[config.mk]
export PLATFORM = sky130hd
export DESIGN_NAME = fib_engine
export DESIGN_NICKNAME = d
export VERILOG_FILES = /design/src/rtl/fib_engine.sv
export SDC_FILE = /design/constraint.sdc
export NUM_CORES = 2
export LEC_CHECK = 0
export CORE_UTILIZATION = 45
export CTS_CLUSTER_DIAMETER = 200
export DETAILED_ROUTE_END_ITERATION = 16
export PLACE_DENSITY_LB_ADDON = 0.05
export SETUP_SLACK_MARGIN = 0.1
export SLEW_MARGIN = 20
export SYNTH_ARGS = -nofsm -noshare
export SYNTH_HDL_FRONTEND = slang
export SYNTH_SLANG_ARGS = --single-unit
[constraint.sdc]
create_clock -name clk -period 7.5 [get_ports clk]
set_input_delay 2.25 -clock clk [delete_from_list [all_inputs] [get_ports clk]]
set_output_delay 2.25 -clock clk [all_outputs]
set_load 0.02 [all_outputs]
[src/rtl/fib_engine.sv]
// fib_engine: computes f(N) of the weighted Fibonacci-style sequence
//   f(0)=f(1)=f(2)=1, f(n) = (n-1)*f(n-1) + (n-2)*f(n-2)
// with an iterative shift-add multiplier (one coefficient bit per cycle).
// A new computation starts on every release of the active-low reset.
module fib_engine #(
  parameter int WORDSIZE = 128
) (
  input  logic                clk,
  input  logic                rst,
  input  logic [7:0]          n,
  output logic                ready,
  output logic [WORDSIZE-1:0] result
);

  localparam logic [2:0] ST_LOAD   = 3'd0;
  localparam logic [2:0] ST_MUL_A  = 3'd1;
  localparam logic [2:0] ST_MUL_B  = 3'd2;
  localparam logic [2:0] ST_UPDATE = 3'd3;
  localparam logic [2:0] ST_DONE   = 3'd4;

  localparam logic [WORDSIZE-1:0] WORD_ZERO = {WORDSIZE{1'b0}};
  localparam logic [WORDSIZE-1:0] WORD_ONE  = {{(WORDSIZE-1){1'b0}}, 1'b1};

  // Registered state: a holds f(k-2), b holds f(k-1), acc builds f(k).
  logic [2:0]          state_r, state_s;
  logic [7:0]          arg_r, arg_s;
  logic [7:0]          k_r, k_s;
  logic [7:0]          coef_r, coef_s;
  logic [2:0]          cnt_r, cnt_s;
  logic [WORDSIZE-1:0] a_r, a_s;
  logic [WORDSIZE-1:0] b_r, b_s;
  logic [WORDSIZE-1:0] acc_r, acc_s;
  logic [WORDSIZE-1:0] mcand_r, mcand_s;
  logic [WORDSIZE-1:0] result_r, result_s;
  logic                ready_r, ready_s;
  logic [WORDSIZE-1:0] add_s;

  assign ready  = ready_r;
  assign result = result_r;

  // One shift-add step: add the multiplicand when the current coefficient LSB is set.
  always_comb begin
    if (coef_r[0]) begin
      add_s = acc_r + mcand_r;
    end else begin
      add_s = acc_r;
    end
  end

  // Controller and datapath next-state logic.
  always_comb begin
    state_s  = state_r;
    arg_s    = arg_r;
    k_s      = k_r;
    coef_s   = coef_r;
    cnt_s    = cnt_r;
    a_s      = a_r;
    b_s      = b_r;
    acc_s    = acc_r;
    mcand_s  = mcand_r;
    result_s = result_r;
    ready_s  = ready_r;
    case (state_r)
      ST_LOAD: begin
        arg_s = n;
        if (n <= 8'd2) begin
          // b already holds 1, which is the answer for N<=2
          state_s = ST_DONE;
        end else begin
          state_s = ST_MUL_A;
          coef_s  = k_r - 8'd1;
          mcand_s = b_r;
          acc_s   = WORD_ZERO;
          cnt_s   = 3'd0;
        end
      end
      ST_MUL_A: begin
        acc_s   = add_s;
        coef_s  = {1'b0, coef_r[7:1]};
        mcand_s = {mcand_r[WORDSIZE-2:0], 1'b0};
        cnt_s   = cnt_r + 3'd1;
        if (cnt_r == 3'd7) begin
          // second product: (k-2) * f(k-2), accumulated onto the first
          state_s = ST_MUL_B;
          coef_s  = k_r - 8'd2;
          mcand_s = a_r;
        end else begin
          state_s = ST_MUL_A;
        end
      end
      ST_MUL_B: begin
        acc_s   = add_s;
        coef_s  = {1'b0, coef_r[7:1]};
        mcand_s = {mcand_r[WORDSIZE-2:0], 1'b0};
        cnt_s   = cnt_r + 3'd1;
        if (cnt_r == 3'd7) begin
          state_s = ST_UPDATE;
        end else begin
          state_s = ST_MUL_B;
        end
      end
      ST_UPDATE: begin
        a_s   = b_r;
        b_s   = acc_r;
        acc_s = WORD_ZERO;
        if (k_r == arg_r) begin
          state_s = ST_DONE;
        end else begin
          // next term's first coefficient is (k+1)-1 = k, multiplicand is new b
          state_s = ST_MUL_A;
          k_s     = k_r + 8'd1;
          coef_s  = k_r;
          mcand_s = acc_r;
          cnt_s   = 3'd0;
        end
      end
      ST_DONE: begin
        ready_s  = 1'b1;
        result_s = b_r;
      end
      default: begin
        state_s = ST_LOAD;
      end
    endcase
  end

  // State registers; reset restores the seed terms and restarts at LOAD.
  always_ff @(posedge clk or negedge rst) begin
    if (!rst) begin
      state_r  <= ST_LOAD;
      arg_r    <= 8'd0;
      k_r      <= 8'd3;
      coef_r   <= 8'd0;
      cnt_r    <= 3'd0;
      a_r      <= WORD_ONE;
      b_r      <= WORD_ONE;
      acc_r    <= WORD_ZERO;
      mcand_r  <= WORD_ZERO;
      result_r <= WORD_ZERO;
      ready_r  <= 1'b0;
    end else begin
      state_r  <= state_s;
      arg_r    <= arg_s;
      k_r      <= k_s;
      coef_r   <= coef_s;
      cnt_r    <= cnt_s;
      a_r      <= a_s;
      b_r      <= b_s;
      acc_r    <= acc_s;
      mcand_r  <= mcand_s;
      result_r <= result_s;
      ready_r  <= ready_s;
    end
  end

endmodule

# After elaboration in Yosys (flattened, before gate mapping)

Index checks and enable logic that the tools add are counted.

Bits in registers: 671
Input bits: 10
Output and inout bits: 129

Add/sub/neg operators: 5
Order comparisons: 1
Equality and inequality tests: 9
Multiplexer cells: 19
Bitwise gates (word level): 1
Reduce and logical (&&, ||, !) cells: 8

Operators by type and width:

| kind                  | count |
|---|---|
| $mux W128             | 5 |
| $pmux W128 S4         | 1 |
| $pmux W128 S3         | 1 |
| $add A128 B128 Y128   | 1 |
| $pmux W8 S4           | 1 |
| $mux W8               | 3 |
| $pmux W3 S5           | 1 |
| $mux W3               | 4 |
| $pmux W3 S3           | 1 |
| $reduce_and A3 Y1     | 3 |
| $add A8 B1 Y8 const B | 1 |
| $eq A8 B8 Y1          | 1 |
| $le A8 B2 Y1 const B  | 1 |
| $sub A8 B1 Y8 const B | 1 |
| $sub A8 B2 Y8 const B | 1 |
| $eq A3 B2 Y1 const B  | 2 |
| $eq A3 B3 Y1 const B  | 2 |
| $ne A2 B2 Y1 const B  | 2 |
| $reduce_bool A4 Y1    | 1 |
| $add A3 B1 Y3 const B | 1 |
| $eq A3 B1 Y1 const B  | 1 |
| $logic_not A3 Y1      | 1 |
| $reduce_bool A3 Y1    | 1 |
| $mux W2               | 1 |
| 5 further kinds       | 5 |

# Longest topological paths before layout

Depth after elaboration: 4
Mapped depth: 13
Depth with buffers taken out: 13

# Worst setup path before layout

OpenSTA, ideal clock, no wires.

Kind: input to register
Start: in n[2]
End: reg coef_r[2]
Library setup time: 0.095 ns
Arrival: 4.407 ns
Required time: 7.405 ns
Slack: 2.998 ns
Stages on the path: 10
Cells stage by stage: or4_1 > a2111oi_0 > o21ai_0 > nand2_1 > buf_2 > clkbuf_1 > buf_2 > buf_2 > nand2_1 > o31ai_1

Longest elaborated chain between the ends: 3

RTL lines:

| item                        | RTL line | source |
|---|---|---|
| from (decl)                 | 10       | `input logic [7:0] n,` |
| $le A8 B2 Y1                | 66       | `if (n <= 8'd2) begin` |
| $ne A2 B2 Y1 (no line)      | --       |  |
| $reduce_and A3 Y1 (no line) | --       |  |
| to (signal assigned)        | 145      | `coef_r <= coef_s;` |
| to (decl)                   | 28       | `logic [7:0] coef_r, coef_s;` |

No other way between the ends.
A chain may end at the register's enable or synchronous reset.

# Worst setup path after layout

Start: in n[7]
End: reg acc_r[127]

Longest elaborated chain between the ends: 3

RTL lines:

| item                        | RTL line | source |
|---|---|---|
| $le A8 B2 Y1                | 66       |  |
| $ne A2 B2 Y1 (no line)      | --       |  |
| $reduce_and A3 Y1 (no line) | --       |  |
| to (signal assigned)        | 149      | `acc_r <= acc_s;` |
| to (decl)                   | 32       | `logic [WORDSIZE-1:0] acc_r, acc_s;` |

No other way between the ends.

==> impl_metrics.tcl <==
set metrics [dict create \
    grt_first_pass_wirelength_mm 165 \
    drt_iter0_markers 2050 \
    worst_slew_pin_slew_ps 1090 \
    drive_above_1_share_pct 7.84 \
    rows 103 \
    track_usage_pct 25.0 \
    remaining_drc_errors 0 \
    start_kind "input port" \
    first_global_vias 29000 \
    grt_overflow 0 \
    final_core_util_pct 51.5 \
    synth-edff-count 0 \
    cts_max_level 3 \
    ys_seq_area_share_pct 46.6 \
    crit_required_ps 8010 \
    yosys_register_bits 671 \
    final_cell_mix "nand2_1, dfrtp_1, o21ai_0" \
    gp_congestion 0.925 \
    end_kind "flop" \
    die_h_um 285 \
    cts_setup_buffers 0 \
    slew_violations 0 \
    cts_buffers 77 \
    final_common_cell "nand2_1" \
    period_share_pct 74.2 \
    cts_root_buf "clkbuf_16" \
    hold_path.class "reg -> reg" \
    hold_viol_final 0 \
    clk_pin_slew_ps 50 \
    period_needed_ps 5570 \
    ir_drop_v 0.000322 \
    multi_input_area_um2 18100 \
    postLayoutCellArea_um2 40800 \
    syn_area_um2 36000 \
    coreArea_um2 79100 \
    portBuffers 138 \
    path_class "in -> reg" \
    dp_hpwl_mm 70.1 \
    io_pins 139 \
    power_density_nw_per_um2 227 \
    synth_ff_type "dfrtp_1" \
    slew_headroom_pct 25.2 \
    fin_nets 4326 \
    async_flop_share_pct 100 \
    num-fill-cells 7525 \
    cp_max_fo 116 \
    max_freq_ghz 0.180 \
    drt-vias-per-instance 5.59 \
    tns_ps 0 \
    num_antenna_cells 0 \
    die_area_um2 81100 \
    placed_cell_area_um2 38100 \
    start_util_pct 45.5 \
    clock_path_buffers 3 \
    first_pass_iters 5 \
    yosys_warnings 0 \
    grt_max_degree 165 \
    crit_arrival_ps 6080 \
    avgSynthCellArea_um2 8.61 \
    die_w_um 285 \
    status "finished, final reports clean" \
    cts_tree "done" \
    grt_antenna_before_repair 0 \
    hold_buffers 0 \
    p_leak_nw 19.5 \
    cap_violations 0 \
    wl_per_cell_um 19.1 \
    ant_nets 0 \
    vias 29500 \
    synth_cells 4183 \
    syn-num-nets 4328 \
    clock-sinks 671 \
    regArea_um2 16800 \
    area_growth_pct 13.3 \
    wl_mm 101 \
    clkLatencyLatePin_ps 630 \
    fin_worst_skew_ps 23.3 \
    finalSetupViolCount 0 \
    synth_cell_types 79 \
    rsz0062_at_grt "no" \
    cts.repair.resized 0 \
]
-- worst paths after layout --
path	start	to	slack [ps]	cells past startpoint
max	n[7]	acc_r[127]	1930	9
min	ready	ready	460	1
max reg2reg	mcand_r[17]	acc_r[107]	3020	12
min reg2reg	ready	ready	460	1
max in group asynchronous	rst	a_r[95]	4460	2
min in group asynchronous	rst	result[13]	1610	1
-- flip-flops by register name, summed over array words and instances (netlist names) --
| register | count |
|---|---|
| a_r | 128 |
| acc_r | 128 |
| b_r | 128 |
| mcand_r | 128 |
| result | 128 |
| arg_r | 8 |
| coef_r | 8 |
| k_r | 8 |
| cnt_r | 3 |
| state_r | 3 |
| ready | 1 |
-- stage by stage --
| stage | power (mW) | cells | worst slack [ps] | hold WS (ps) |
|---|---|---|---|---|
| after floorplan | 4.78 | 4183 | 3000 | 439 |
| after global placement | 5.41 | 5152 | 1320 | 447 |
| after detailed placement | 5.42 | 5152 | 1240 | 452 |
| after CTS | 9.40 | 5286 | 1920 | 465 |
| after global routing | 9.65 | 5286 | 1650 | 482 |
| final | 9.26 | 5286 | 1930 | 462 |
-- cell families after synthesis --
kind of cell             after synthesis  share of synthesized area, %
XOR/XNOR                             140                          3.41
AO/OA/AOI/OAI                        969                          16.9
flip-flops                           671                          46.6
multiplexers                         137                          4.28
buffers and inverters                297                          3.19
adder cells (fa/ha/maj)              135                          4.71
AND/OR/NAND/NOR                     1834                          20.8
-- cell usage after synthesis (26+ instances only) --
master,instances,area (um^2)
a21oi_1,218,1090
nor3_1,26,130
nand4_1,76,475
inv_1,44,165
a21o_1,52,390
xnor2_1,80,701
o21bai_1,38,285
nand3_1,31,155
nor2_1,145,544
xor2_1,60,526
dfrtp_1,667,16700
a221oi_1,140,1230
clkbuf_1,223,837
o21ai_0,333,1670
o21ai_1,36,180
nand2_1,1451,5450
ha_1,134,1680
mux2_2,136,1530
-- final cells by class --
type                       count  share of cell area, %
inverter                      44                  0.405
tap                         1050                   3.22
clock inverter                22                  0.930
multi-input combinational   3215                   44.4
sequential                   671                   41.2
clock buffer                 112                   5.54
timing repair buffer         172                   4.27
-- layer usage --
layer | part of all wire (%) | routed length [um] | track usage, % | vias to the layer above
li1 | - | - | - | 14500
met1 | 48 | 48800 | 36.5 | 14400
met2 | 46 | 46000 | 39.4 | 553
met3 | 3.6 | 3600 | 2.97 | 146
met4 | 2.3 | 2320 | 6.18 | 0
met5 | 0 | 0 | 0 | -
-- where the power goes --
part           switching (mW)  total, mW  internal, mW
clock network            1.54       3.93          2.40
logic                    1.30       1.57         0.275
registers              0.0700       3.76          3.69
total                    2.90       9.26          6.36
-- worst max-delay path, stage by stage --
cell             delay (ps)
clkdlybuf4s50_1         430
or4_1                   500
a2111oi_0               840
o21ai_0                 610
o21ai_4                 480
buf_12                  430
a22o_1                  240
a211oi_1                 50
o31ai_1                  90
Note: power is estimated with default switching activity, not from simulation.
